===== src/rtl/regfile_wb_arbiter.sv =====
// Round-robin arbiter sharing the register-file write-back port.
// One write accepted per cycle; winner registered into the output stage.
module regfile_wb_arbiter #(
    parameter int NREQ        = 3,
    parameter int DATAWIDTH   = 32,
    parameter int ADDRWIDTH   = 5,
    parameter int ZERO_REG_EN = 1,
    localparam int IW         = $clog2(NREQ)
) (
    input  logic                      clk_i,
    input  logic                      rst_ni,
    input  logic                      stall_i,
    input  logic [NREQ-1:0]           req_valid_i,
    input  logic [NREQ*ADDRWIDTH-1:0] req_addr_i,
    input  logic [NREQ*DATAWIDTH-1:0] req_data_i,
    output logic [NREQ-1:0]           req_ready_o,
    output logic                      rf_we_o,
    output logic [ADDRWIDTH-1:0]      rf_waddr_o,
    output logic [DATAWIDTH-1:0]      rf_wdata_o,
    output logic [IW-1:0]             grant_idx_o
);

    logic [IW-1:0]        ptr;
    logic [IW-1:0]        win;
    logic                 found;
    logic                 grant;
    logic [ADDRWIDTH-1:0] win_addr;
    logic [DATAWIDTH-1:0] win_data;
    int unsigned          idx;

    // Scan from ptr upward, wrapping; first valid requester wins.
    always_comb begin
        found = 1'b0;
        win   = '0;
        idx   = 0;
        for (int k = 0; k < NREQ; k++) begin
            idx = (int'(ptr) + k) % NREQ;
            if (!found && req_valid_i[idx]) begin
                found = 1'b1;
                win   = IW'(idx);
            end
        end
    end

    assign grant    = found && !stall_i && rst_ni;
    assign win_addr = req_addr_i[win*ADDRWIDTH +: ADDRWIDTH];
    assign win_data = req_data_i[win*DATAWIDTH +: DATAWIDTH];

    always_comb begin
        req_ready_o = '0;
        for (int i = 0; i < NREQ; i++) begin
            req_ready_o[i] = grant && (win == IW'(i));
        end
    end

    always_ff @(posedge clk_i or negedge rst_ni) begin
        if (!rst_ni) begin
            rf_we_o     <= 1'b0;
            rf_waddr_o  <= '0;
            rf_wdata_o  <= '0;
            grant_idx_o <= '0;
            ptr         <= '0;
        end else if (grant) begin
            // Writes to x0 complete the handshake but never reach the file.
            rf_we_o     <= !((ZERO_REG_EN != 0) && (win_addr == '0));
            rf_waddr_o  <= win_addr;
            rf_wdata_o  <= win_data;
            grant_idx_o <= win;
            ptr         <= (win == IW'(NREQ - 1)) ? '0 : win + IW'(1);
        end else begin
            rf_we_o <= 1'b0;
        end
    end

endmodule


===== config.mk =====
export PLATFORM = sky130hd
export DESIGN_NAME = regfile_wb_arbiter
export DESIGN_NICKNAME = d
export VERILOG_FILES = /design/src/rtl/regfile_wb_arbiter.sv
export SDC_FILE = /design/constraint.sdc
export NUM_CORES = 1
export LEC_CHECK = 0
export ABC_AREA = 1
export BUFFER_PORTS_ARGS = -buffer_cell sky130_fd_sc_hd__buf_2
export CAP_MARGIN = 25
export CORE_ASPECT_RATIO = 1.1
export CORE_MARGIN = 5
export CORE_UTILIZATION = 45
export CTS_BUF_LIST = sky130_fd_sc_hd__clkbuf_4 sky130_fd_sc_hd__clkbuf_8
export DETAILED_ROUTE_END_ITERATION = 16
export PLACE_DENSITY_LB_ADDON = 0.12
export SYNTH_ARGS = -nofsm -noshare
export SYNTH_HDL_FRONTEND = slang
export SYNTH_SLANG_ARGS = --single-unit

===== constraint.sdc =====
create_clock -name clk_i -period 2.95 [get_ports clk_i]
set_clock_uncertainty 0.1 [all_clocks]
set_input_delay 0.1475 -clock clk_i [delete_from_list [all_inputs] [get_ports clk_i]]
set_output_delay 0.1475 -clock clk_i [all_outputs]
set_load 0.05 [all_outputs]

* Yosys cells after proc, flatten, opt, wreduce, memory -nomap -nowiden *
Cells that the tools add are included.

storage, ports and cells
  word-level logic and storage cells = 46
  register bits = 42
  input bits = 117

cells by class
  $lt $le $gt $ge = 3
  add/sub/neg operators = 3
  shift-type cells = 2
  reduce and logical (&&, ||, !) cells = 13
  divide/modulo/power cells = 3
  $mul = 1
  equal/unequal tests = 2
  mux-type cells = 14

operators by type and width
  kind                     count
  $lt A32 B3 Y1 const B    3
  $shiftx A96 B8 Y32       1
  $mod A32 B3 Y32 const B  2
  $mod A3 B3 Y32 const B   1
  $shiftx A15 B6 Y5        1
  $mux W2                  4
  $logic_and A1 B1 Y1      7
  $mux W1                  7
  $bmux W1 S2              3
  $logic_not A5 Y1         1
  $mul A2 B3 Y5 const B    1
  $logic_not A1 Y1         4
  $add A2 B1 Y3 const B    1
  $add A2 B2 Y3 const B    1
  $add A2 B1 Y2 const B    1
  $eq A2 B1 Y1 const B     1
  $eq A2 B2 Y1 const B     1
  $logic_not A2 Y1         1

* Longest topological paths before layout *
Gate-level depths: netlist of run 1.

  depth after elaboration = 15
  depth in mapped cells = 17

* Least setup slack after synthesis of run 1 *
No wires, ideal clock.

  path type = register -> output
  from = register ptr[0]
  to = output req_ready_o[2]
  data arrival time = 2.387 ns
  cell stages (with the launch flop) = 13
  buffers on the path = 1
  setup slack = 0.316 ns
  cell sequence = dfrtp_1 -> inv_1 -> ha_1 -> inv_1 -> nand3_1 -> nand2_2 -> nand3_4 -> nand2_2 -> nand2_4 -> buf_6 -> nor2_4 -> inv_1 -> nor2_1

between the ends
  longest elaborated chain between the ends = 13

ends and longest elaborated chain
  what                                                                      RTL line  source
  start: declaration                                                        23        logic [IW-1:0] ptr;
  start signal: assignment                                                  69        ptr <= (win == IW'(NREQ - 1)) ? '0 : win + IW'(1);
  parallel branches: the longest is 12 deep, another holds $mod A32 B3 Y32  n/a
  $logic_and A1 B1 Y1 (*)                                                   52        req_ready_o[i] = grant && (win == IW'(i));
  end: declaration                                                          16        output logic [NREQ-1:0] req_ready_o,

Mark *: on every way between the ends. The select of a mux whose other input is x is not followed.

* Worst setup path in the final report of run 1 *
  from = register ptr[0]
  to = output req_ready_o[0]

between the ends
  longest elaborated chain between the ends = 13

ends and longest elaborated chain
  what                                                                      RTL line
  parallel branches: the longest is 12 deep, another holds $mod A32 B3 Y32  n/a
  $logic_and A1 B1 Y1 (*)                                                   52

Marks and branches as above.

==> results of run 1 <==
layer usage:
layer / global-route usage [%] / routed length [um] / share of wire, %
met1: 25.8 / 3480 / 39
met3: 6.97 / 809 / 9.1
met5: 0 / 0 / 0
met2: 40.2 / 4510 / 51
met4: 6.43 / 103 / 1.2
report_power, final:
part	switching, mW	total, mW	internal (mW)
combinational	2.77	3.71	0.943
clock	0.193	0.465	0.272
sequential	0.148	1.00	0.857
final timing paths:
kind | endpoint | from | slack, ps | cells after the start
max | req_ready_o[0] | ptr[0] | 150 | 10
min | rf_wdata_o[12] | req_data_i[44] | 20 | 3
max reg2reg | rf_wdata_o[11] | ptr[0] | 240 | 11
min reg2reg | rf_waddr_o[3] | rf_waddr_o[3] | 380 | 2
max in group asynchronous | rf_waddr_o[3] | rst_ni | 1970 | 3
min in group asynchronous | rf_waddr_o[0] | rst_ni | 410 | 3
area by class of cell:
cell class / instances / area, um^2 / area share (%)
multi-input cells: 255 / 1410 / 37.1
repair buffers: 186 / 1060 / 27.9
flip-flops and latches: 42 / 1050 / 27.6
well taps: 77 / 96.3 / 2.53
clock buffers: 7 / 83.8 / 2.20
inverters: 16 / 72.6 / 1.90
clock inverters: 1 / 30.0 / 0.788
sequential cells by signal (all words and copies together) (netlist names):
register     flops
rf_wdata_o      32
rf_waddr_o       5
grant_idx_o      2
ptr              2
rf_we_o          1
timing repair:
action	CTS	global route
hold buffers	24	0
endpoints found under the setup margin	0	8
endpoints found under the hold margin	50	0
gates resized for setup	0	8
through the flow:
step | setup slack, ps | TNS [ps] | cell area, um^2 | utilization, % | power [mW]
after floorplan | 316 | 0 | 2680 | - | 4.22
after global placement | 300 | 0 | 3430 | 59.4 | 4.60
after detailed placement | 239 | 0 | 3430 | 59.4 | 4.63
after CTS | 48.2 | 0 | 3780 | 65.5 | 5.13
after global routing | -8.95 | -8.95 | 3810 | 66.1 | 5.58
final | 148 | 0 | 3810 | 66.1 | 5.18
worst max-delay path, cell delays in order (launching register included):
cell                       delay (ps)
sky130_fd_sc_hd__dfrtp_1          390
sky130_fd_sc_hd__inv_1             90
sky130_fd_sc_hd__ha_1             340
sky130_fd_sc_hd__inv_1            170
sky130_fd_sc_hd__nand3_1          140
sky130_fd_sc_hd__nand2_2          150
sky130_fd_sc_hd__nand4_2          140
sky130_fd_sc_hd__nand2_4          240
sky130_fd_sc_hd__nand2_4          110
sky130_fd_sc_hd__nor2_4           210
sky130_fd_sc_hd__clkbuf_4         280
cell usage in the layout, fill, tap and decap left out, types with 2 or more instances in the layout:
| cell type | count |
|---|---|
| sky130_fd_sc_hd__inv_2 | 3 |
| sky130_fd_sc_hd__dfrtp_1 | 42 |
| sky130_fd_sc_hd__nand2_4 | 5 |
| sky130_fd_sc_hd__a41oi_1 | 4 |
| sky130_fd_sc_hd__buf_2 | 157 |
| sky130_fd_sc_hd__a41oi_2 | 8 |
| sky130_fd_sc_hd__o21ai_0 | 5 |
| sky130_fd_sc_hd__dlygate4sd3_1 | 24 |
| sky130_fd_sc_hd__nor2_1 | 31 |
| sky130_fd_sc_hd__a31oi_1 | 13 |
| sky130_fd_sc_hd__clkbuf_8 | 5 |
| sky130_fd_sc_hd__a21oi_1 | 14 |
| sky130_fd_sc_hd__nand2_2 | 14 |
| sky130_fd_sc_hd__nor2_4 | 3 |
| sky130_fd_sc_hd__buf_4 | 4 |
| sky130_fd_sc_hd__nand4_1 | 10 |
| sky130_fd_sc_hd__ha_1 | 4 |
| sky130_fd_sc_hd__nand2_1 | 109 |
| sky130_fd_sc_hd__inv_6 | 2 |
| sky130_fd_sc_hd__nand3_1 | 22 |
| sky130_fd_sc_hd__inv_1 | 10 |
| sky130_fd_sc_hd__nand3_2 | 5 |
| sky130_fd_sc_hd__clkbuf_4 | 3 |
cell families after synthesis:
kind of cell	synth area share [%]
buf+inv	8.96
compound gates	13.7
flops	39.2
fa+ha+maj	1.87
mux	0.373
simple gates	35.9
==> impl_results.md, run 1 <==
* Status: finished clean
* Top-area cell type share of the netlist area at 39.2%
* Dominant synthesized flop cell: sky130_fd_sc_hd__dfrtp_1
* FP Rows at 29
* F_max at 357 MHz
* CTS Sinks at 42
* TritonCTS clock tree: done
* Count of placed standard cells in the final layout, fillers left out at 584
* Wire length reported by the detailed router at 8910 um
* Count of nets after finishing at 627
* Initial core utilization at 46.5%
* Total global routing overflow at 0
* Wire length of the first global-routing pass at 14300 um
* Starting DRT DRC Count at 117
* Synth warnings at 0
* Antenna violations before repair at 0
* Post-synth net total at 450
* Count of nets left with antenna violations after detail routing at 0
* Clock-pin slew on the worst setup and hold paths at 80 ps
* Via count of the routed design at 2988
* Final-layout fill cell count at 504
* Via count of the first global-routing pass at 3105
* Cell count after placement at 551
* Largest buffer count on any clock path at 2
* Overall track demand over capacity in global routing at 22.5%
* CTS Root Cell: sky130_fd_sc_hd__clkbuf_8
* Detail-routed via count per cell at 5.12
* Kind of capture point of the worst setup path: output port
* Clock latency at the later pin of the worst-skew pair at 290 ps
* Routability-driven placement congestion ratio at 0.913
* CP startpoint kind: register
* Detailed-route DRC error count at 0
* Summed instance area of the synthesized netlist at 2680 um^2
* Inserted Diodes at 0
* Total clock buffers created by CTS at 5
* Post-synthesis area per instance at 8.15 um^2
* Area growth syn-to-layout at 42.1%
* Synth cell types at 31
* Port Buf Inserts at 159
* Worst-margin pin slew at 569 ps
* Number of optimization iterations in the first detailed-route pass at 5
* Power density normalized to cell area at 1360 nW/um^2
* Die Span X at 83.6 um
* I/O pin cnt at 160
* Biggest fanout along the worst timing path at 13
* Post-synthesis cell type with the largest combined area: sky130_fd_sc_hd__dfrtp_1
* Post-Synthesis Cells at 329
* Crit share post-route at 95.0%
* Type of the setup path with the least slack: reg2out
* Core area at 5770 um^2
* Post-synth EDFFs at 0
* Fraction of registers with async set/reset at 100%
* MaxCap Viol Count at 0
* Most area-consuming cells after synthesis: sky130_fd_sc_hd__dfrtp_1, sky130_fd_sc_hd__nand2_1, sky130_fd_sc_hd__a41oi_2
* Headroom to the max-slew limit at 62.0%
* Flip-flop and latch count after synthesis at 42
* Arrival time worst endpoint at 2550 ps
* HPWL after detailed placement at 6230 um
* Maximum vdd ir drop at 0.845 mV
* Die height at 91.0 um
* Maximum number of pins on one net before global-route repair at 54
* Final-report hold violation count at 0
* Layout cells sized above 1 at 42.8%
* Total setup buffers inserted after CTS at 0
* Leak pwr at 1.94 nW
* Share of the yosys chip area belonging to registers at 39.2%
* Smallest hold slack at 16.9 ps
* Detailed-route wire length per cell at 15.2 um
* Class of the most critical hold timing path: in2reg
* Required @ worst endpoint at 2700 ps
* Slew Limit Fails at 0
* Depth of the CTS H-tree at 2
* Full die area at 7600 um^2
* Library cell with the highest instance count after synthesis: sky130_fd_sc_hd__nand2_1
* Top post-synthesis cells by count: sky130_fd_sc_hd__nand2_1, sky130_fd_sc_hd__dfrtp_1, sky130_fd_sc_hd__nor2_1
* Crit path time final at 2800 ps
* Count of endpoints failing setup in the final report at 0
Note: power is estimated with default switching activity, not from simulation.
==> run 2, diff against run 1 <==
--- a/config.mk
+++ b/config.mk
@@ -14,6 +14,8 @@
 export CTS_BUF_LIST = sky130_fd_sc_hd__clkbuf_4 sky130_fd_sc_hd__clkbuf_8
 export DETAILED_ROUTE_END_ITERATION = 16
 export PLACE_DENSITY_LB_ADDON = 0.12
+export RECOVER_POWER = 25
+export SLEW_MARGIN = 20
 export SYNTH_ARGS = -nofsm -noshare
 export SYNTH_HDL_FRONTEND = slang
 export SYNTH_SLANG_ARGS = --single-unit
==> run 2 against run 1 <==
Compared with the run above:
- die area unchanged
- clock-buffer cell count unchanged
- hold slack got worse by 5.2 ps
- critical path depth unchanged
- sequential power barely moved
==> impl_results.md, run 2 (same netlist as run 1, synthesis figures left out) <==
* Status: finished clean
* MaxCap Viol Count at 0
* Via count of the routed design at 3010
* Detail-routed via count per cell at 5.15
* Kind of capture point of the worst setup path: output port
* Length in cells of the worst reg-to-reg path at 11
* Finished layout cell area at 3810 um^2
* Largest registers: rf_wdata_o x32, rf_waddr_o x5
* Largest buffer count on any clock path at 2
* CP startpoint kind: register
* Crit path time final at 2810 ps
* CTS Root Cell: sky130_fd_sc_hd__clkbuf_8
* Final-report hold violation count at 0
* FP Rows at 29
* Cell with the largest stage delay on the worst path: sky130_fd_sc_hd__dfrtp_1
* Count of nets after finishing at 627
* Hold path depth at 3
* Maximum number of pins on one net before global-route repair at 54
* Area growth syn-to-layout at 42.0%
* Detailed-route DRC error count at 0
* Count of endpoints failing setup in the final report at 0
* Headroom to the max-slew limit at 31.0%
* Power density normalized to cell area at 1360 nW/um^2
* Most frequent standard cell in the layout excluding fill and tap cells: sky130_fd_sc_hd__buf_2
* Cell Area, Placed at 3430 um^2
* Wire length of the first global-routing pass at 14300 um
* TritonCTS clock tree: done
* Port Buf Inserts at 159
* Core area at 5770 um^2
* Clock latency at the later pin of the worst-skew pair at 290 ps
* Count of nets left with antenna violations after detail routing at 0
* Starting DRT DRC Count at 114
* Worst-margin pin slew at 1030 ps
* Number of buffer and inverter instances along the worst setup path at 3
* Die height at 91.0 um
* Full die area at 7600 um^2
* Largest register by flop count: rf_wdata_o
* Slew Limit Fails at 0
* Number of optimization iterations in the first detailed-route pass at 5
* Total global routing overflow at 0
* Total clock buffers created by CTS at 5
* Final-layout fill cell count at 503
* Sequence of cells on the critical path: inv_1, ha_1, inv_1, nand3_1, nand2_2, nand4_2, nand2_4, nand2_4, nor2_4, clkbuf_4
* Top library cells by usage in the layout, fill and taps aside: sky130_fd_sc_hd__buf_2, sky130_fd_sc_hd__nand2_1, sky130_fd_sc_hd__dfrtp_1, sky130_fd_sc_hd__nor2_1, sky130_fd_sc_hd__dlygate4sd3_1
* Detailed-route wire length per cell at 15.3 um
* HPWL after detailed placement at 6230 um
* Top Family by Delay on Critical Path: simple AND/OR/NAND/NOR gates
* Layout cells sized above 1 at 42.6%
* Initial core utilization at 46.5%
* Die Span X at 83.6 um
* Leak pwr at 1.93 nW
* Wire length reported by the detailed router at 8950 um
* Inserted Diodes at 0
* Biggest fanout along the worst timing path at 13
* CTS Sinks at 42
* Depth of the CTS H-tree at 2
* Maximum vdd ir drop at 0.848 mV
* Required @ worst endpoint at 2700 ps
* Type of the setup path with the least slack: reg2out
* Class of the most critical hold timing path: in2reg
* Clock-pin slew on the worst setup and hold paths at 80 ps
* Arrival time worst endpoint at 2560 ps
* Crit share post-route at 95.1%
* I/O pin cnt at 160
* Instance count on the critical path at 10
* Via count of the first global-routing pass at 3105
* Overall track demand over capacity in global routing at 22.5%
* Number of flip-flops under the largest register name at 32
* Antenna violations before repair at 0
* Final cell utilization of the core at 66.0%
* Delay of the slowest cell on the worst path at 390 ps
* F_max at 356 MHz
* Routability-driven placement congestion ratio at 0.913
==> run 2: changes by cell type in the layout (fill, tap and decap cells not counted), sizes merged <==
cell / delta
clkbuf: +2
buf: -2
==> run 2: worst register-to-register path, delay by kind of cell, from the launching register on <==
kind / cells / cell delay (ps)
and+or+nand+nor: 6 / 1190
buffers and inverters: 3 / 440
DFF: 1 / 390
adders and majority gates: 1 / 340
AOI/OAI and AO/OA: 1 / 180
==> run 2: per-layer routing <==
layer / global-route usage, % / wire length, um
met5: 0 / 0
met4: 6.43 / 103
met3: 6.97 / 829
met2: 40.2 / 4540
met1: 25.8 / 3480
==> run 2: worst paths after layout <==
path / startpoint / endpoint / slack (ps)
max: ptr[0] / req_ready_o[0] / 140
min: req_data_i[44] / rf_wdata_o[12] / 10
max reg2reg: ptr[0] / rf_wdata_o[11] / 240
min reg2reg: rf_waddr_o[3] / rf_waddr_o[3] / 380
max in group asynchronous: rst_ni / ptr[1] / 1490
min in group asynchronous: rst_ni / rf_wdata_o[10] / 620
==> run 2: area by class of cell <==
class	count	area [um^2]	area share (%)
clock inverter	1	30.0	0.789
clock buffer	7	83.8	2.20
sequential	42	1050	27.6
multi-input combinational	255	1410	37.1
timing repair buffer	186	1060	27.8
tap	77	96.3	2.53
inverter	16	72.6	1.91
==> run 2: power breakdown <==
group | switching, mW | internal [mW]
combinational | 2.77 | 0.942
sequential | 0.149 | 0.857
clock | 0.196 | 0.272
==> run 2: timing repair <==
item / CTS / global route
setup endpoints to repair: 0 / 8
gates resized for setup: 0 / 8
hold buffers: 24 / 0
hold endpoints to repair: 50 / 0
setup buffers: 0 / 0
==> run 2: through the flow <==
step	power [mW]	setup TNS [ps]	hold slack [ps]	std cells	worst slack [ps]
2_1_floorplan	4.22	0	-248	329	316
3_3_place_gp	4.60	0	178	551	300
3_5_place_dp	4.63	0	176	551	239
4_1_cts	5.13	0	2.89	583	48.2
5_1_grt	5.58	-8.95	12.4	584	-8.95
6_report	5.19	0	11.7	584	144
==> run 3, diff against run 2 <==
--- a/config.mk
+++ b/config.mk
@@ -11,7 +11,7 @@
 export CORE_ASPECT_RATIO = 1.1
 export CORE_MARGIN = 5
 export CORE_UTILIZATION = 45
-export CTS_BUF_LIST = sky130_fd_sc_hd__clkbuf_4 sky130_fd_sc_hd__clkbuf_8
+export CTS_BUF_LIST = sky130_fd_sc_hd__clkbuf_8
 export DETAILED_ROUTE_END_ITERATION = 16
 export PLACE_DENSITY_LB_ADDON = 0.12
 export RECOVER_POWER = 25
==> run 3 against run 2 <==
Compared with the run above:
- flip-flop and latch count did not move
- die area did not move
- maximum frequency rose by 0.30%
- critical path type unchanged
- core utilization fell by 0.13 points
- critical path depth did not move
- highest routed layer unchanged
- hold slack improved by 5.3 ps
- clock-buffer cell count fell by 2
- via count fell by 1.1%
- setup slack improved by 8.4 ps
- final cell count did not move
==> impl_results.md, run 3 (same netlist as run 1, synthesis figures left out) <==
* Detailed-route wire length per cell at 15.2 um
* Gr busiest metal: met2
* Die height at 91.0 um
* Slew Limit Fails at 0
* Endpoint of the worst hold path: rf_wdata_o[12]
* Area growth syn-to-layout at 41.7%
* Dpl ws at 239 ps
* HPWL after detailed placement at 6230 um
* Overall track demand over capacity in global routing at 22.5%
* Total global routing overflow at 0
* Min-delay src: req_data_i[12]
* Sequence of cells on the critical path: inv_1, ha_1, inv_1, nand3_1, nand2_2, nand4_2, nand2_4, nand2_4, nor2_4, clkbuf_4
* Detailed-route DRC error count at 0
* Routability-driven placement congestion ratio at 0.913
* Initial core utilization at 46.5%
* Number of optimization iterations in the first detailed-route pass at 4
* TritonCTS clock tree: done
* Total setup buffers inserted after CTS at 0
* Starting DRT DRC Count at 140
* Count of nets left with antenna violations after detail routing at 0
* Maximum number of pins on one net before global-route repair at 54
* F_max at 357 MHz
* Hold path depth at 3
* CTS Root Cell: sky130_fd_sc_hd__clkbuf_8
* MaxCap Viol Count at 0
* Status: finished clean
* Kind of capture point of the worst setup path: output port
* Worst R2R Setup Slack at 250 ps
* Count of nets after finishing at 627
* Port Buf Inserts at 159
* Number of flip-flops under the largest register name at 32
* Cell with the largest stage delay on the worst path: sky130_fd_sc_hd__dfrtp_1
* Inserted Diodes at 0
* Class of the most critical hold timing path: in2reg
* CTS Sinks at 42
* Detail-routed via count per cell at 5.10
* Length in cells of the worst reg-to-reg path at 11
* Antenna violations before repair at 0
* Critical register-to-register path startpoint: ptr[0]
* Final cell utilization of the core at 65.9%
* FP Rows at 29
* Clock-pin slew on the worst setup and hold paths at 80 ps
* Top library cells by usage in the layout, fill and taps aside: sky130_fd_sc_hd__buf_2, sky130_fd_sc_hd__nand2_1, sky130_fd_sc_hd__dfrtp_1, sky130_fd_sc_hd__nor2_1, sky130_fd_sc_hd__dlygate4sd3_1
* Maximum vdd ir drop at 0.847 mV
* Most frequent standard cell in the layout excluding fill and tap cells: sky130_fd_sc_hd__buf_2
* Met1 usage in global routing at 25.8%
* Leak pwr at 1.93 nW
* Biggest fanout along the worst timing path at 13
* Full die area at 7600 um^2
* Clock latency at the later pin of the worst-skew pair at 280 ps
* Power, Total at 5.15 mW
* Type of the setup path with the least slack: reg2out
* Arrival time worst endpoint at 2550 ps
* FF-to-FF End: rf_wdata_o[11]
* Crit path time final at 2800 ps
* CP startpoint kind: register
* Wire length of the first global-routing pass at 14300 um
* Crit share post-route at 94.8%
* Required @ worst endpoint at 2700 ps
* Final-report hold violation count at 0
* Largest registers: rf_wdata_o x32, rf_waddr_o x5
* Count of endpoints failing setup in the final report at 0
* Depth of the CTS H-tree at 2
* Met2 Use GR at 40.3%
* Worst-margin pin slew at 1030 ps
* Die Span X at 83.6 um
* Layout cells sized above 1 at 42.2%
* Met3 routing resource usage after global routing at 6.97%
* Headroom to the max-slew limit at 31.4%
* I/O pin cnt at 160
* Wire length reported by the detailed router at 8890 um
* Count of placed standard cells in the final layout, fillers left out at 584
* Power density normalized to cell area at 1350 nW/um^2
* Largest buffer count on any clock path at 2
* Core area at 5770 um^2
* Final-layout fill cell count at 502
* Largest register by flop count: rf_wdata_o
* Delay of the slowest cell on the worst path at 390 ps
* Via count of the routed design at 2978
* Via count of the first global-routing pass at 3110
* Total clock buffers created by CTS at 5
* Cell count after placement at 551
* Setup slack after layout at 153 ps
[run 3: changes by cell type in the layout (fill, tap and decap cells not counted)]
cell,change
sky130_fd_sc_hd__clkbuf_4,-2
sky130_fd_sc_hd__inv_1,+2
[run 3: final cells by class]
class                   instances  area [um^2]  area share [%]
flip-flops and latches         42         1050            27.7
inverters                      16         72.6            1.91
clock buffers                   5         68.8            1.81
well taps                      77         96.3            2.54
multi-input cells             255         1410            37.2
repair buffers                186         1060            27.9
clock inverters                 3         37.5           0.988
[run 3: metal layers]
layer  routed length [um]  vias up
li1                     -     1456
met1                 3410     1374
met2                 4570      136
met3                  802       12
met4                  103        0
met5                    0        -
[run 3: critical path: cells and delay by family, from the launching register on]
| kind | cells | cell delay [ps] |
|---|---|---|
| flops | 1 | 390 |
| fa+ha+maj | 1 | 340 |
| buf+inv | 3 | 540 |
| simple gates | 6 | 990 |
[run 3: where the power goes]
part	switching, mW	leakage [nW]	internal, mW	total (mW)
logic	2.76	1.38	0.942	3.71
registers	0.147	0.494	0.857	1.00
clock network	0.192	0.0607	0.246	0.438
total	3.10	1.93	2.05	5.15
[run 3: stage by stage]
stage | area, um^2 | TNS, ps | hold slack, ps
after floorplan | 2680 | 0 | -248
after global placement | 3430 | 0 | 178
after detailed placement | 3430 | 0 | 176
after CTS | 3770 | 0 | 2.89
after global routing | 3800 | -9.37 | 12.4
final | 3800 | 0 | 16.9
[run 3: worst max-delay path by stage]
stage               slack [ps]  startpoint  cells after the start             end
floorplan                  320      ptr[0]                     12  req_ready_o[2]
global placement           300      ptr[0]                     11   rf_wdata_o[6]
detailed placement         240      ptr[0]                     11   rf_wdata_o[4]
CTS                         50      ptr[0]                     10  req_ready_o[0]
global route                -9      ptr[0]                     10  req_ready_o[0]
finish                     150      ptr[0]                     10  req_ready_o[0]
[run 3: what timing repair did]
action	4_1_cts	5_1_grt
resized for setup	0	8
hold buffers	24	0
endpoints found under the hold margin	50	0
setup endpoints to repair	0	9
